## config.mk

```make
export PLATFORM = sky130hd
export DESIGN_NAME = onchip_mem_arbiter
export DESIGN_NICKNAME = d
export VERILOG_FILES = /design/src/rtl/onchip_mem_arbiter.sv
export SDC_FILE = /design/constraint.sdc
export NUM_CORES = 1
export LEC_CHECK = 0
export ABC_AREA = 1
export ABC_CLOCK_PERIOD_IN_PS = 1600
export BUFFER_PORTS_ARGS = -buffer_cell sky130_fd_sc_hd__buf_4
export CORE_AREA = 2 2 102 104
export DETAILED_ROUTE_END_ITERATION = 16
export DIE_AREA = 0 0 104 106
export PLACE_DENSITY = 0.71
export SLEW_MARGIN = 20
export SYNTH_ARGS = -nofsm -noshare
export SYNTH_HDL_FRONTEND = slang
export SYNTH_SLANG_ARGS = --single-unit
```

## constraint.sdc

```tcl
create_clock -name clk -period 1.6 [get_ports clk]
set_clock_uncertainty 0.2 [all_clocks]
set_input_delay 0.16 -clock clk [delete_from_list [all_inputs] [get_ports clk]]
set_output_delay 0.16 -clock clk [all_outputs]
set_load 0.02 [all_outputs]
```

## src/rtl/onchip_mem_arbiter.sv

```systemverilog
// onchip_mem_arbiter: two-port Avalon-MM arbiter in front of a single-port on-chip RAM
//
// Shares one byte-enabled RAM port (registered address, 1-cycle read latency)
// between requester m0 (CPU data master) and m1 (packet-buffer DMA).
// One transfer is granted per cycle. Read data is returned to the owner of the read.
//
// Ports
//   clk, reset_n          single clock, asynchronous active-low reset
//   mN_address/chipselect/read/write/byteenable/writedata   requester N inputs
//   mN_waitrequest        stall; a transfer is accepted when it is requested and waitrequest is low
//   mN_readdata/readdatavalid   read data is a pass-through of mem_readdata, qualified by the valid pulse
//   mem_*                 RAM port (mem_readdata is valid 1 cycle after the read address)
//   conflict_clr          synchronous clear of conflict_count
//   conflict_count        saturating count of cycles where both ports request
//
// Optional build macro ONCHIP_ARB_LOCK_EN adds m0_lock/m1_lock. A granted port
// that holds lock keeps the RAM for as long as it keeps both lock and request.
module onchip_mem_arbiter #(
   parameter int ADDR_W     = 10,
   parameter int DATA_W     = 32,
   parameter int BE_W       = 4,
   parameter int FIXED_PRIO = 0,
   parameter int CNT_W      = 16
) (
   input  logic              clk,
   input  logic              reset_n,
   input  logic [ADDR_W-1:0] m0_address,
   input  logic              m0_chipselect,
   input  logic              m0_read,
   input  logic              m0_write,
   input  logic [BE_W-1:0]   m0_byteenable,
   input  logic [DATA_W-1:0] m0_writedata,
   output logic              m0_waitrequest,
   output logic [DATA_W-1:0] m0_readdata,
   output logic              m0_readdatavalid,
   input  logic [ADDR_W-1:0] m1_address,
   input  logic              m1_chipselect,
   input  logic              m1_read,
   input  logic              m1_write,
   input  logic [BE_W-1:0]   m1_byteenable,
   input  logic [DATA_W-1:0] m1_writedata,
   output logic              m1_waitrequest,
   output logic [DATA_W-1:0] m1_readdata,
   output logic              m1_readdatavalid,
`ifdef ONCHIP_ARB_LOCK_EN
   input  logic              m0_lock,
   input  logic              m1_lock,
`endif
   output logic [ADDR_W-1:0] mem_address,
   output logic              mem_chipselect,
   output logic              mem_write,
   output logic [BE_W-1:0]   mem_byteenable,
   output logic [DATA_W-1:0] mem_writedata,
   input  logic [DATA_W-1:0] mem_readdata,
   input  logic              conflict_clr,
   output logic [CNT_W-1:0]  conflict_count
);
   logic rq0, rq1, rd0, rd1, both, pick1, arb0, arb1, gnt0, gnt1;
   logic hold, hold_own, last_gnt, rd_pend, rd_own;
   assign rq0 = m0_chipselect & (m0_read | m0_write);
   assign rq1 = m1_chipselect & (m1_read | m1_write);
   // a simultaneous read+write is treated as a write only
   assign rd0 = m0_read & ~m0_write;
   assign rd1 = m1_read & ~m1_write;
   assign both = rq0 & rq1;
   // on a conflict m1 wins only in round-robin mode when m0 was the last winner
   assign pick1 = (FIXED_PRIO == 0) & ~last_gnt;
   assign arb1 = rq1 & (~rq0 | pick1);
   assign arb0 = rq0 & ~arb1;
`ifdef ONCHIP_ARB_LOCK_EN
   logic lock_act, lock_own;
   // lock persists only while the owner keeps both request and lock asserted
   assign hold = lock_act & (lock_own ? (rq1 & m1_lock) : (rq0 & m0_lock));
   assign hold_own = lock_own;
   always_ff @(posedge clk or negedge reset_n) begin
      if (!reset_n) begin
         lock_act <= 1'b0;
         lock_own <= 1'b0;
      end else begin
         lock_act <= (gnt0 & m0_lock) | (gnt1 & m1_lock);
         lock_own <= gnt1;
      end
   end
`else
   assign hold = 1'b0;
   assign hold_own = 1'b0;
`endif
   assign gnt1 = hold ? hold_own : arb1;
   assign gnt0 = hold ? ~hold_own : arb0;
   // reset_n gates only the outputs so the flops never see it as data
   assign m0_waitrequest = ~reset_n | (rq0 & ~gnt0);
   assign m1_waitrequest = ~reset_n | (rq1 & ~gnt1);
   assign mem_chipselect = reset_n & (gnt0 | gnt1);
   assign mem_address    = gnt1 ? m1_address    : m0_address;
   assign mem_write      = gnt1 ? m1_write      : m0_write;
   assign mem_byteenable = gnt1 ? m1_byteenable : m0_byteenable;
   assign mem_writedata  = gnt1 ? m1_writedata  : m0_writedata;
   assign m0_readdata = mem_readdata;
   assign m1_readdata = mem_readdata;
   assign m0_readdatavalid = rd_pend & ~rd_own;
   assign m1_readdatavalid = rd_pend & rd_own;
   always_ff @(posedge clk or negedge reset_n) begin
      if (!reset_n) begin
         last_gnt       <= 1'b1;
         rd_pend        <= 1'b0;
         rd_own         <= 1'b0;
         conflict_count <= '0;
      end else begin
         // a locked cycle leaves round-robin history untouched
         if ((gnt0 | gnt1) & ~hold) last_gnt <= gnt1;
         rd_pend <= (gnt0 & rd0) | (gnt1 & rd1);
         rd_own  <= gnt1;
         conflict_count <= conflict_clr ? '0 :
                           (both & ~&conflict_count) ? conflict_count + 1'b1 : conflict_count;
      end
   end
endmodule

```

# Yosys cells after proc, flatten, opt, wreduce, memory -nomap -nowiden
# Index checks and enable logic that the tools add are counted.
[totals]
regBits = 19
inputBits = 133
word_cells = 44
[op_classes]
n_addsub = 1
mux = 6
bitwise_logic = 30
reduce_logical = 3
[ops]
columns = ["operator", "count"]
rows = [
  ["16-bit 2-to-1 mux", 2],
  ["32-bit 2-to-1 mux", 1],
  ["16-bit by 1-bit adder with 16-bit output (second input constant)", 1],
  ["16-bit AND reduction", 1],
  ["1-bit AND", 15],
  ["10-bit 2-to-1 mux", 1],
  ["1-bit inverter", 8],
  ["1-bit bitwise OR", 7],
  ["4-bit 2-to-1 mux", 1],
  ["2-bit nonzero test", 1],
  ["1-bit zero test", 1],
  ["1-bit 2-to-1 mux", 1],
]

# Logic depth before layout (Yosys ltp)
[depth]
word_depth = 10
depth_mapped = 10
ltp_nobuf = 9

# Least setup slack after synthesis
# OpenSTA, ideal clock, no wires.
[synth_path]
kind = "register -> register"
startpoint = "reg conflict_count[0]"
endpoint = "reg conflict_count[2]"
arrival_time_ns = 1.570
required_ns = 1.279
slack_ns = -0.291
stages_incl_launch_ff = 11
path_buffers = 1
path_cell_list = "dfrtp_1 > ha_1 > nand2_1 > nor2_2 > nand2_2 > nor2_4 > o21ai_4 > clkinv_2 > buf_6 > nand2_1 > nand2_1"
[synth_via]
elab_chain_cells = 4
word_cells_on_any_way = 7
cone_classes = "add/sub (1); mux (2); bitwise (1); reduce/logical (3)"
[synth_rtl]
columns = ["item", "line_no", "source"]
rows = [
  ["start, declared", "56", "output logic [CNT_W-1:0] conflict_count"],
  ["start signal, assigned", "113", "conflict_count <= conflict_clr ? '0 :"],
  ["branches (longest 4 deep; another with 16-bit by 1-bit adder with 16-bit output)", "n/a", ""],
]
# Several ways; the timed one is not identified. The select of a mux whose other input is x is not followed.
# A chain may end at the register's enable or synchronous reset.

# Worst setup path after layout
[layout_path]
startpoint = "reg last_gnt"
endpoint = "out mem_writedata[14]"
[layout_via]
elab_chain_cells = 4
[layout_rtl]
columns = ["item", "line_no", "source"]
rows = [
  ["start, declared", "59", "logic hold, hold_own, last_gnt, rd_pend, rd_own;"],
  ["start signal, assigned", "110", "if ((gnt0 | gnt1) & ~hold) last_gnt <= gnt1;"],
  ["1-bit inverter", "67", "assign pick1 = (FIXED_PRIO == 0) & ~last_gnt;"],
  ["1-bit bitwise OR", "68", "assign arb1 = rq1 & (~rq0 | pick1);"],
  ["1-bit AND", "68", ""],
  ["32-bit 2-to-1 mux", "97", "assign mem_writedata = gnt1 ? m1_writedata : m0_writedata;"],
  ["end, declared", "53", "output logic [DATA_W-1:0] mem_writedata,"],
]
# No other way between the ends.

==> key figures <==
Clock tree
  – Worst-Skew Late Latency: 260 ps
  – Root Buffer: clkbuf_8
  – CTS tree: yes
  – Sink Count: 19
  – Clock buffer depth: 2
  – Cts bufs inserted: 3
  – H-tree level count: 1
  – Clk slew on worst S/H paths: 80 ps

STA
  – Final setup violation count: 65
  – Tightest Pin Transition: 333.8 ps
  – Worst setup margin: -284.0 ps
  – Slew Limit Fails: 0
  – RSZ-0062 raised after global routing: true
  – Total negative slack: -12830 ps
  – Final period util: 117.8%
  – Final worst path period need: 1884 ps
  – FMAX: 0.5308 GHz
  – Final Hold Viols: 0
  – Rel. slew slack: 77.60%

Route
  – DRT Pass-1 Iters: 4
  – DRT antenna net count: 0
  – WL met1: 4434 um
  – WL/cell: 18.13 um
  – Initial drt markers: 105
  – Met3 WL: 848 um
  – Routed wire length: 11950 um
  – Top routing layer in use: met4
  – Via density: 4.443
  – Vias: 2928
  – Drc violations: 0
  – Met2 WL: 6429 um

Global route
  – Largest net degree at the start of global routing: 33
  – First-pass GRT wire length: 16030 um
  – Total GRT Usage: 19.32%
  – Initial antenna violation count: 0
  – Gr ovfl total: 0
  – Number of global-route vias before repair: 2804

Worst setup path
  – Critical Path RT: 1240 ps
  – Max incr delay on CP: 560 ps
  – Worst path slowest cell: dfstp_2
  – Family with the most delay on the worst path: flip-flops
  – Crit Path Category: reg2out
  – Worst Path Arrival: 1520 ps
  – CP Launch Type: flop
  – Crit-path cells: nand2_4 -> nand2_8 -> inv_8 -> clkbuf_16 -> nand2_2 -> nand2_1 -> buf_6
  – Max FO, Critical Path: 8
  – Worst path bufs/invs: 3
  – Crit path capture type: primary output

Floorplan
  – Number of cell rows: 37
  – Starting Density: 22.22%
  – Placeable core region: 10000 sq um
  – Die area: 11020 sq um
  – Die Height: 106 um
  – Chip width: 104 um
  – I/O pin total: 265

Run status
  – Outcome: finished, violations left
  – Failing checks: negative setup slack

Run
  – Max cap viols: 0

Synthesis
  – Post-Synthesis Cells: 381
  – Number of synthesized register bits: 19
  – Post-Syn Area: 2222 sq um
  – Post-synthesis average cell area: 5.832 sq um
  – Seq/Total Area, Yosys: 21.45%
  – Yosys warning total: 0
  – Syn nets: 515
  – Synth cell types: 26

Cells and area
  – Final Core Density: 41.58%
  – Final nets: 658
  – Layout cells sized above 1: 60.23%
  – Commonest cells after routing, fill and taps aside: 156 x buf_4, 120 x nand2_1, 63 x nand2_2
  – Synth-to-layout area growth: 87.11%
  – Inserted Diodes: 0
  – Commonest non-fill, non-tap cell in the layout: buf_4
  – Number of fill cells: 1038

Place
  – Port Buffers: 168
  – Final HPWL DP: 9349 um
  – GP Congestion: 0.9066

Power and ir drop
  – Worst vdd ir: 0.0002487 V
  – Leakage: 2.254 nW
  – Pwr per Cell Area: 520.2 nW/um^2

Worst hold path
  – Worst Hold Class: in2reg
metal layers:
layer / up-vias / track usage (%)
met3: 8 / 5.457
li1: 1399 / -
met2: 179 / 35.76
met5: - / 0
met4: 0 / 5.309
met1: 1342 / 21.65
metrics by stage:
stage / cells / setup WS (ps) / total power [mW] / hold slack, ps / cell area (sq um)
detailed placement: 643 / -316.3 / 1.524 / -94.02 / 3440
global placement: 643 / -318.3 / 1.515 / -94.57 / 3440
finish: 659 / -284.0 / 2.163 / 20.20 / 4158
global route: 659 / -341.5 / 2.263 / 39.74 / 4158
floorplan: 381 / -210.4 / 1.169 / -335.6 / 2272
CTS: 653 / -322.4 / 2.008 / 16.20 / 3771
cells by family after synthesis:
family / after synthesis / synth area share [%]
buffers and inverters: 95 / 27.53
DFF: 19 / 21.45
AOI/OAI and AO/OA: 19 / 5.237
and+or+nand+nor: 243 / 43.64
xor gates and xnor gates: 4 / 1.576
adders and majority gates: 1 / 0.5630
power breakdown:
group / internal (mW) / switching, mW
sequential: 0.496 / 0.0101
combinational: 0.624 / 0.690
clock: 0.173 / 0.170
cell type report:
cell class	count	area [sq um]	share of cell area, %
clock buffers	3	41.29	0.9931
flip-flops and latches	19	479.2	11.53
multi-input cells	267	1468	35.30
clock inverters	1	5.005	0.1204
repair inverters	1	8.758	0.2107
well taps	136	170.2	4.093
inverters	19	83.83	2.016
repair buffers	213	1902	45.74
synthesized netlist by cell type:
library cell / instances / area, sq um
nand2_1: 198 / 743.2
ha_1: 1 / 12.51
o211ai_1: 1 / 7.510
nand4_1: 10 / 62.56
nor2_4: 1 / 11.26
xor2_1: 4 / 35.03
nor2_2: 2 / 12.51
nand2_2: 1 / 6.260
buf_2: 5 / 25.02
nand3_1: 14 / 70.07
buf_4: 64 / 480.5
inv_2: 4 / 15.01
nor2_1: 17 / 63.81
clkbuf_1: 6 / 22.52
buf_6: 1 / 11.26
inv_1: 13 / 48.80
dfrtp_1: 18 / 450.4
dfstp_2: 1 / 26.28
o21ai_4: 1 / 16.27
o21ai_0: 4 / 20.02
a21oi_1: 4 / 20.02
clkinv_2: 1 / 5.000
a21boi_0: 1 / 7.510
clkinv_1: 1 / 3.750
o21bai_1: 2 / 15.01
o21ai_1: 6 / 30.03
worst reg2reg max path, delay by kind of cell (launching register included):
kind	cells	cell delay [ps]
compound gates	1	240
fa+ha+maj	1	170
buf+inv	1	180
flops	1	430
simple gates	6	410
what timing repair did:
action | in CTS | in global routing
hold buffers | 1 | 1
buffers inserted | 3 | 2
gates cloned | 2 | 5
hold endpoints to repair | 19 | 19
endpoints found under the setup margin | 64 | 66
pin swaps | 5 | 11
gates resized for setup | 64 | 85
flip-flops by register name, indices dropped and copies added, names as in the netlist:
| name | count |
|---|---|
| rd_pend | 1 |
| rd_own | 1 |
| conflict_count | 16 |
| last_gnt | 1 |
final timing paths:
path / startpoint / to / slack (ps) / cells after the start
worst max-delay path: last_gnt / mem_writedata[14] / -280 / 7
worst min-delay path: conflict_clr / conflict_count[4] / 20 / 4
worst max register to register: conflict_count[1] / conflict_count[7] / -120 / 9
worst min register to register: conflict_count[15] / conflict_count[15] / 400 / 3
min in group asynchronous: reset_n / conflict_count[10] / 270 / 3
max in group asynchronous: reset_n / conflict_count[0] / 710 / 3
Power figures use the tool's default switching activity.
